**config.mk**
```make
export PLATFORM = sky130hd
export DESIGN_NAME = uart_tx_param
export DESIGN_NICKNAME = d
export VERILOG_FILES = /design/src/rtl/uart_tx_param.sv
export SDC_FILE = /design/constraint.sdc
export NUM_CORES = 1
export LEC_CHECK = 0
export CAP_MARGIN = 20
export CORE_MARGIN = 2
export CORE_UTILIZATION = 46
export DETAILED_ROUTE_END_ITERATION = 10
export GPL_ROUTABILITY_DRIVEN = 0
export PLACE_DENSITY = 0.84
export SETUP_SLACK_MARGIN = 0.2
export SLEW_MARGIN = 20
export SYNTH_ARGS = -nofsm -noshare
export SYNTH_HDL_FRONTEND = slang
export SYNTH_SLANG_ARGS = --single-unit
```
**constraint.sdc**
```tcl
create_clock -name clk -period 1.6 [get_ports clk]
set_input_delay 0.24 -clock clk [delete_from_list [all_inputs] [get_ports clk]]
set_output_delay 0.24 -clock clk [all_outputs]
set_load 0.01 [all_outputs]
```
**src/rtl/uart_tx_param.sv**
```systemverilog
// Parametrised UART transmitter: start bit, DATA_BITS data bits LSB first,
// optional even/odd parity, STOP_BITS stop bits, timed by an oversampled baud_tick.
// Ports:
//   clk        - system clock, rising edge
//   reset      - synchronous, active-high reset
//   baud_tick  - one-clk pulse, OVERSAMPLE pulses per bit period
//   tx_valid   - tx_data holds a word to send
//   tx_data    - word to transmit (DATA_BITS wide)
//   tx_ready   - block accepts a word this cycle (state == IDLE)
//   tx         - registered serial line, idle high
//   busy       - frame in progress (!tx_ready)
//   frame_done - one-clk pulse after the last stop bit completes
module uart_tx_param #(
  parameter int unsigned DATA_BITS  = 8,
  parameter int unsigned OVERSAMPLE = 16,
  parameter int unsigned PARITY_EN  = 0,
  parameter int unsigned PARITY_ODD = 0,
  parameter int unsigned STOP_BITS  = 1
) (
  input  logic                 clk,
  input  logic                 reset,
  input  logic                 baud_tick,
  input  logic                 tx_valid,
  input  logic [DATA_BITS-1:0] tx_data,
  output logic                 tx_ready,
  output logic                 tx,
  output logic                 busy,
  output logic                 frame_done
);

  localparam int unsigned CNT_W = (OVERSAMPLE > 1) ? $clog2(OVERSAMPLE) : 1;
  localparam int unsigned IDX_W = $clog2(DATA_BITS);
  localparam logic [CNT_W-1:0] TICK_LAST = CNT_W'(OVERSAMPLE - 1);
  localparam logic [IDX_W-1:0] IDX_LAST  = IDX_W'(DATA_BITS - 1);
  localparam logic             STOP_LAST = 1'(STOP_BITS - 1);

  // Reject illegal parameter sets at elaboration.
  generate
    if (DATA_BITS < 5 || DATA_BITS > 9 || OVERSAMPLE < 2 || PARITY_EN > 1 ||
        PARITY_ODD > 1 || (STOP_BITS != 1 && STOP_BITS != 2)) begin : g_param_check
      $error("uart_tx_param: illegal parameter set");
    end
  endgenerate

  typedef enum logic [2:0] {
    S_IDLE,
    S_START,
    S_DATA,
    S_PARITY,
    S_STOP
  } state_t;

  state_t               state_q, state_d;
  logic [CNT_W-1:0]     tick_q, tick_d;
  logic [IDX_W-1:0]     idx_q, idx_d;
  logic                 stop_q, stop_d;
  logic [DATA_BITS-1:0] shift_q, shift_d;
  logic                 par_q, par_d;
  logic                 bit_end;
  logic                 frame_end;
  logic                 tx_d;

  // State and datapath registers.
  always_ff @(posedge clk) begin
    if (reset) begin
      state_q    <= S_IDLE;
      tick_q     <= '0;
      idx_q      <= '0;
      stop_q     <= 1'b0;
      shift_q    <= '0;
      par_q      <= 1'b0;
      tx         <= 1'b1;
      frame_done <= 1'b0;
    end else begin
      state_q    <= state_d;
      tick_q     <= tick_d;
      idx_q      <= idx_d;
      stop_q     <= stop_d;
      shift_q    <= shift_d;
      par_q      <= par_d;
      tx         <= tx_d;
      frame_done <= frame_end;
    end
  end

  // Next-state and datapath update; baud_tick is ignored while idle.
  always_comb begin
    state_d   = state_q;
    tick_d    = tick_q;
    idx_d     = idx_q;
    stop_d    = stop_q;
    shift_d   = shift_q;
    par_d     = par_q;
    frame_end = 1'b0;
    bit_end   = (state_q != S_IDLE) && baud_tick && (tick_q == TICK_LAST);

    if (state_q == S_IDLE) begin
      if (tx_valid) begin
        state_d = S_START;
        shift_d = tx_data;
        // Parity is fixed at acceptance since the shift register is consumed.
        par_d   = (^tx_data) ^ 1'(PARITY_ODD);
        tick_d  = '0;
        idx_d   = '0;
        stop_d  = 1'b0;
      end
    end else begin
      if (baud_tick) tick_d = bit_end ? '0 : tick_q + 1'b1;
      if (bit_end) begin
        case (state_q)
          S_START: state_d = S_DATA;
          S_DATA: begin
            shift_d = {1'b0, shift_q[DATA_BITS-1:1]};
            idx_d   = idx_q + 1'b1;
            if (idx_q == IDX_LAST) state_d = (PARITY_EN != 0) ? S_PARITY : S_STOP;
          end
          S_PARITY: state_d = S_STOP;
          S_STOP: begin
            if (stop_q == STOP_LAST) begin
              state_d   = S_IDLE;
              frame_end = 1'b1;
            end else begin
              stop_d = stop_q + 1'b1;
            end
          end
          default: state_d = S_IDLE;
        endcase
      end
    end
  end

  // Outputs: handshake decoded from the state register, line value from the next state.
  always_comb begin
    tx_ready = (state_q == S_IDLE);
    busy     = (state_q != S_IDLE);
    case (state_d)
      S_START:  tx_d = 1'b0;
      S_DATA:   tx_d = shift_d[0];
      S_PARITY: tx_d = par_d;
      default:  tx_d = 1'b1;
    endcase
  end

endmodule

```
* Word-level counts from Yosys, hierarchy flattened
Index checks and enable logic that the tools add are counted.
Word-level totals: flip-flop bits (word level) 22, input bits 12, output and inout port bits 4, word-level logic and storage cells 64
Cells by class: add/sub/neg operators 3, equal/unequal tests 10, muxes and demuxes 27, bitwise gates (word level) 2, reduce and logical (&&, ||, !) cells 13
Operator list (number):
- 8-bit 2-to-1 mux | 4
- 3-bit 2-to-1 mux | 9
- 4-bit 2-to-1 mux | 4
- 3-bit by 2-bit == test with 1-bit output, second input constant | 4
- 3-bit one-hot mux with 4 select lines | 1
- 1-bit 2-to-1 mux | 8
- 2-bit nonzero test | 4
- 8-bit parity | 1
- 3-bit by 1-bit == test with 1-bit output, second input constant | 2
- 3-bit == test, second input constant | 2
- 3-bit AND reduction | 2
- 4-bit by 1-bit adder with 4-bit output, second input constant | 1
- 4-bit == test, second input constant | 1
- 4-bit OR reduction | 1
- 3-bit by 1-bit adder with 3-bit output, second input constant | 1
- 3-bit logical NOT | 1
- 1-bit one-hot mux with 3 select lines | 1
- 3-bit nonzero test | 1
- 1-bit logical AND | 2
- 2-bit inequality test, second input constant | 1
- 1-bit inverter | 2
- 2-bit AND reduction | 1
- 1-bit adder, second input constant | 1

* Longest topological paths before layout
Gate-level depths: netlist (run 1).
depth after elaboration 7, depth in mapped cells 7, depth with buffers taken out 7

* Least setup slack after synthesis (run 1)
OpenSTA, ideal clock, no wires.
kind register to register, from reg tick_q[0], to reg tx, setup time 0.132 ns, arrival 1.520 ns, data required time 1.468 ns, path slack -0.052 ns, cell stages (with the launch flop) 7, buffers on the path 0, period minus slack after synthesis 1.652 ns, cells stage by stage dfxtp_1 > ha_1 > nand4_2 > or2_4 > o22a_1 > o21ai_2 > o311ai_2
On the way: word-level cells in the longest chain between the ends 6, elaborated cells between the ends (all ways) 10, those cells by class 4 x eq/ne; 5 x mux; 1 x reduce/logical
Ends and longest elaborated chain:
- from (decl) | RTL line 54 | logic [CNT_W-1:0] tick_q, tick_d;
- from (signal assigned) | RTL line 76 | tick_q <= tick_d;
- 4-bit == test (*) | RTL line 95 | bit_end = (state_q != S_IDLE) && baud_tick && (tick_q == TICK_LAST);
- 1-bit logical AND (*) | RTL line 95
- 3-bit 2-to-1 mux | RTL line 109 | if (bit_end) begin
- 3-bit 2-to-1 mux | RTL line 97 | if (state_q == S_IDLE) begin
- 3-bit by 2-bit == test with 1-bit output / 3-bit by 1-bit == test with 1-bit output (equally long branches) | RTL line 136 | case (state_d)
- 1-bit one-hot mux with 3 select lines (*) | RTL line 136
- to (signal assigned) | RTL line 81 | tx <= tx_d;
- to (decl) | RTL line 26 | output logic tx,
Mark *: on every way between the ends. The rest lies on a longest branch, timed or not. The select of a mux whose other input is x is not followed. A chain may end at the register's enable or synchronous reset.

* Final worst setup path (run 1)
from reg state_q[1], to reg tx
On the way: word-level cells in the longest chain between the ends 7, elaborated cells between the ends (all ways) 22, those cells by class 7 x eq/ne; 11 x mux; 4 x reduce/logical
Ends and longest elaborated chain:
- from (decl) | RTL line 53 | state_t state_q, state_d;
- from (signal assigned) | RTL line 75 | state_q <= state_d;
- branches (longest 6 deep; another with 3-bit one-hot mux with 4 select lines)
- 1-bit one-hot mux with 3 select lines (*) | RTL line 136
Mark *: on every way between the ends. The select of a mux whose other input is x is not followed.

==> flow_metrics.tcl, run 1 <==
set metrics [dict create \
    use_met3_pct 2.92 \
    rrSetupSlack_ns 0.02 \
    layout_min_cycle_time_ns 1.58 \
    fin_crit_sh_pct 98.6 \
    vias_per_cell 5.61 \
    clk_pin_slew_worst_paths_ns 0.11 \
    status "finished clean" \
    slew_viol_final 0 \
    crit_family "simple AND/OR/NAND/NOR gates" \
    overflow 0 \
    synth_seq_cells 21 \
    grt_pass1_wl_mm 4.51 \
    antennaDiodeCount 0 \
    hpwlAfterDp_mm 1.69 \
    yosysTopAreaCellShare_pct 41.3 \
    switching_power_uw 288 \
    worst_slew_margin_rel_pct 72.6 \
    h-tree-depth 1 \
    finalSetupTns_ns 0 \
    synthToLayoutAreaGrowth_pct 55.5 \
    syn_inst 114 \
    peakVddDrop_uv 799 \
    setup.worst_path.class "reg -> reg" \
    ys_top_cells_by_area "dfxtp_1, a21oi_1, xnor2_1" \
    p_total_mw 1.06 \
    path_cells "or3b_4, or2_4, o22a_1, o21ai_2, o311ai_2" \
    finalNetCount 166 \
    rsz0062_at_grt "yes" \
    p_comb_share_pct 22.8 \
    yosysTopAreaCell "dfxtp_1" \
    totalWireLength_mm 2.71 \
    grt_use_met2_pct 47.4 \
    die_height_microns 51.1 \
    drc 0 \
    power_frac_seq_pct 52.7 \
    avgSynthCellArea_sq_um 8.93 \
    core_sq_um 2150 \
    clock_sinks 21 \
    synth.most_common_cell "dfxtp_1" \
    syn_nets 129 \
    reg2reg_from "state_q[1]" \
    cts_buffers 3 \
    busiest_layer "met2" \
    dp_cells 165 \
    synth_commonest_cells "dfxtp_1, a21oi_1, nand2_1" \
    internal_power_uw 767 \
    clock_latency_ns 0.31 \
    drive_gt1_share_pct 44.0 \
    worst_pin_slew_ns 0.408 \
    antenna_found_initial 0 \
    grt_start_max_net_pins 15 \
    cts-root-buf "clkbuf_4" \
    rows 17 \
    io_pins 16 \
    worstRegToRegCells 5 \
    die_w_microns 51.1 \
    clkPwrFrac_pct 24.4 \
    hold_path.class "reg -> reg" \
    hold_depth 2 \
    fmax_mhz 634 \
    fin_skew_ns 0.00350 \
    cp-start-kind "flop" \
    grt_pass1_vias 1035 \
    syn-cell-area_sq_um 1020 \
    slowest_stage "or3b_4" \
    gr-usage-all-layers_pct 23.3 \
    ys_types 36 \
    hold_viol_final 0 \
    endpoint_kind "flop" \
    endpoint "tx" \
    grt_use_met1_pct 22.8 \
    synth-edff-count 0 \
    first_pass_iters 4 \
    vias 999 \
    p_sw_share_pct 27.3 \
    crit_fanout 4 \
    cts_buffer_depth 2 \
    yosysWarningCount 0 \
    async_flop_share_pct 0 \
    startpoint "state_q[1]" \
    final-instance-count-excl-fill 178 \
    drt_iter0_drc 7 \
    cp.arrival_ns 1.78 \
    crit_cells 5 \
    post_drt_wl_per_cell_microns 15.2 \
    power_density_nw_per_um2 666 \
    synthFlopType "dfxtp_1" \
    io_buffer_count 15 \
    synth-seq-area-share_pct 41.3 \
    worst_r2r_endpoint "tx" \
    worstPathRequired_ns 1.80 \
    setup_violations 0 \
    cpPeakStageDelay_ns 0.39 \
    cap_violations 0 \
    crit_buf_inv 0 \
    dieArea_sq_um 2610 \
    cellLeakagePower_nw 0.570 \
    cts_tree "done" \
    initial_core_util_pct 47.4 \
    postRouteAntennaNets 0 \
]
worst register-to-register path: cells and delay by family (launching register included):
| kind | cells | cell delay, ns |
|---|---|---|
| flops | 1 | 0.38 |
| simple gates | 2 | 0.63 |
| compound gates | 3 | 0.45 |
routing by layer:
layer,vias to the layer above,part of all wire (%)
met4,0,2.8
li1,485,-
met3,7,3.1
met2,26,56
met1,481,38
met5,-,0
registers in the layout, summed over array words and instances (netlist names):
name,cells
tx,1
tick_q,4
par_q,1
shift_q,8
frame_done,1
state_q,3
idx_q,3
cells in the final DEF, fill, tap and decap left out, drive strengths merged, types with 2 or more instances in the layout:
master / netlist / routed
nor4b: 2 / 2
nand2: 12 / 12
dfxtp: 21 / 21
and2: 2 / 2
a22oi: 6 / 6
ha: 3 / 3
a31oi: 2 / 2
inv: 2 / 2
nor3: 2 / 2
o21ai: 4 / 4
a21oi: 16 / 16
and2b: 2 / 2
xnor2: 7 / 7
nor2: 11 / 11
buf: 2 / 23
clkbuf: 2 / 4
clkdlybuf4s50: 0 / 11
nand3: 4 / 4
worst min path at each step:
stage | startpoint | to | slack (ns)
floorplan | tx_data[7] | shift_q[7] | 0.38
global placement | shift_q[3] | shift_q[3] | 0.46
detailed placement | shift_q[6] | shift_q[6] | 0.46
CTS | shift_q[3] | shift_q[3] | 0.48
global route | shift_q[6] | shift_q[6] | 0.50
finish | shift_q[6] | shift_q[6] | 0.47
timing repair:
action                                  in CTS  in global routing
hold buffers                                 0                  0
gates cloned                                 0                  0
pin swaps                                   10                  4
buffers inserted                             9                  0
gates resized for setup                     38                 16
endpoints found under the setup margin      18                 23
cell families after synthesis:
group / count (synthesis) / synth area share (%)
simple gates: 44 / 24.9
compound gates: 31 / 19.2
flops: 21 / 41.3
xor+xnor: 8 / 6.88
buf+inv: 6 / 3.07
fa+ha+maj: 3 / 3.69
mux: 1 / 0.983
power by group through the flow:
stage	combinational, mW	clock (mW)	sequential, mW
2_1_floorplan	0.114	0	0.569
3_3_place_gp	0.183	0	0.571
3_5_place_dp	0.188	0	0.572
4_1_cts	0.229	0.259	0.556
5_1_grt	0.257	0.289	0.559
6_report	0.241	0.258	0.556
per-stage QoR:
step           setup slack [ns]  hold slack [ns]  utilization, %  area (sq um)
6_report                 0.0230            0.473            73.7          1580
5_1_grt                 -0.0259            0.495            73.7          1580
3_3_place_gp             -0.167            0.455            60.8          1310
2_1_floorplan            0.0631            0.376               -          1050
3_5_place_dp             -0.225            0.461            60.8          1310
4_1_cts                  0.0431            0.476            70.1          1510
cell type report:
cell class,count,area [sq um]
fill,155,564
sequential,21,438
clock buffer,4,26.3
multi-input combinational,87,739
tap,28,35.0
timing repair buffer,36,335
inverter,2,10.0
Power figures use the tool's default switching activity.
==> run 2, diff against run 1 <==
Settings changed: CORE_UTILIZATION 46 to 49, CTS_BUF_LIST from default to sky130_fd_sc_hd__clkbuf_8, PLACE_DENSITY 0.84 to 0.88.
==> run 2 against run 1 <==
Effect of this change: the flow now finishes with violations (setup timing); first-iteration DRC count rose to 5.1 times the previous value; sequential share of layout area decreased by 3.1 points; global-route usage grew 3.5 points; sequential power is 1% higher; core utilization increased by 16 points; cell area grew 11%; sequential cell count did not move; critical endpoint unchanged.
==> flow_metrics.tcl, run 2 (synthesized netlist as in run 1, its figures left out) <==
set metrics [dict create \
    status "complete, but fails checks" \
    violations "setup timing" \
    core_sq_um 1960 \
    endpoint_kind "flop" \
    cellLeakagePower_nw 0.662 \
    grt_start_max_net_pins 13 \
    seqCellArea_sq_um 434 \
    final_area_sq_um 1770 \
    gr-usage-all-layers_pct 26.8 \
    setup.worst_path.class "reg -> reg" \
    crit_fanout 5 \
    reg_top3 "shift_q: 8 flops, tick_q: 4 flops" \
    dieArea_sq_um 2460 \
    clk_pin_slew_worst_paths_ns 0.08 \
    totalWireLength_mm 4.07 \
    fin_skew_ns 0.00977 \
    rsz0062_at_grt "yes" \
    fin_crit_sh_pct 105 \
    final_cell_mix "buf_4, dfxtp_1, clkdlybuf4s50_1" \
    setup_slack_ns -0.0853 \
    post_drt_wl_per_cell_microns 22.1 \
    layout_commonest_cell "buf_4" \
    drc 0 \
    worst_r2r_endpoint "tx" \
    slew_viol_final 0 \
    finalSetupTns_ns -0.119 \
    hpwlAfterDp_mm 1.70 \
    h-tree-depth 1 \
    initial_core_util_pct 51.9 \
    worstRegToRegCells 6 \
    hold_path.class "reg -> reg" \
    grt_pass1_vias 1123 \
    cp-start-kind "flop" \
    top_register "shift_q" \
    postRouteAntennaNets 0 \
    endpoint "tx" \
    cts_hold_buf 0 \
    fillers 81 \
    cts-root-buf "clkbuf_8" \
    synthToLayoutAreaGrowth_pct 73.3 \
    rrSetupSlack_ns -0.09 \
    die_w_microns 49.6 \
    post-place-ws_ns -0.245 \
    largest_reg_flops 8 \
    place_area_sq_um 1330 \
    vias 1129 \
    cts_buffer_depth 2 \
    antennaDiodeCount 0 \
    fmax_mhz 593 \
    multiInputGateArea_sq_um 792 \
    startpoint "tick_q[0]" \
    vias_per_cell 6.14 \
    setup_violations 2 \
    drive_gt1_share_pct 54.1 \
    cp.arrival_ns 1.83 \
    grt_pass1_wl_mm 4.93 \
    rows 16 \
    power_density_nw_per_um2 693 \
    finalNetCount 173 \
    worst_slew_margin_rel_pct 77.8 \
    io_pins 16 \
    hold_viol_final 0 \
    first_pass_iters 4 \
    clock_latency_ns 0.28 \
    drt_iter0_drc 36 \
    clock_sinks 21 \
    worst_pin_slew_ns 0.331 \
    io_buffer_count 15 \
    peakVddDrop_uv 982 \
    die_height_microns 49.6 \
    cts_tree "done" \
    layout_min_cycle_time_ns 1.69 \
    cap_violations 0 \
    overflow 0 \
    antenna_found_initial 0 \
    reg2reg_from "tick_q[0]" \
    cts_buffers 3 \
    worstPathRequired_ns 1.75 \
    holdWs_ns 0.465 \
]
run 2: layout make-up:
cell class,count,share of cell area [%]
flip-flops and latches,21,24.6
repair buffers,43,25.4
clock inverters,1,0.283
multi-input cells,87,44.9
clock buffers,3,2.34
inverters,2,0.567
well taps,27,1.91
run 2: stage by stage:
stage,std cells,total power [mW],util (%)
finish,184,1.22,90.0
global placement,165,0.756,67.5
global route,184,1.26,90.0
detailed placement,165,0.763,67.5
CTS,175,1.12,80.2
floorplan,114,0.683,-
run 2: worst min-delay path by stage:
stage | to | from | slack, ns | depth (start not counted)
after global routing | shift_q[6] | shift_q[6] | 0.50 | 2
after detailed placement | frame_done | state_q[1] | 0.44 | 1
after global placement | frame_done | state_q[1] | 0.44 | 1
final | shift_q[6] | shift_q[6] | 0.47 | 2
after floorplan | shift_q[7] | tx_data[7] | 0.38 | 2
after CTS | shift_q[6] | shift_q[6] | 0.46 | 2
run 2: where the power goes:
group	internal (mW)	switching, mW
Clock	0.175	0.193
Sequential	0.543	0.0183
Combinational	0.153	0.141
Total	0.871	0.353
run 2: timing repair:
item,in CTS,in global routing
pin swaps,21,15
gates resized for setup,42,32
endpoints found under the setup margin,19,21
setup buffers,5,9
gates cloned,1,0
run 2: critical path, cell delays in order, from the launching register on:
cell	delay, ns
dfxtp_4	0.38
ha_4	0.16
nand4_4	0.17
nor4b_2	0.25
and2b_2	0.28
o21ai_2	0.18
o311ai_2	0.12
run 2: metal layers:
layer / GRT usage (%) / wire (microns)
met5: 0 / 0
met1: 27.1 / 1600
met3: 6.36 / 226
met4: 19.9 / 211
met2: 47.3 / 2040
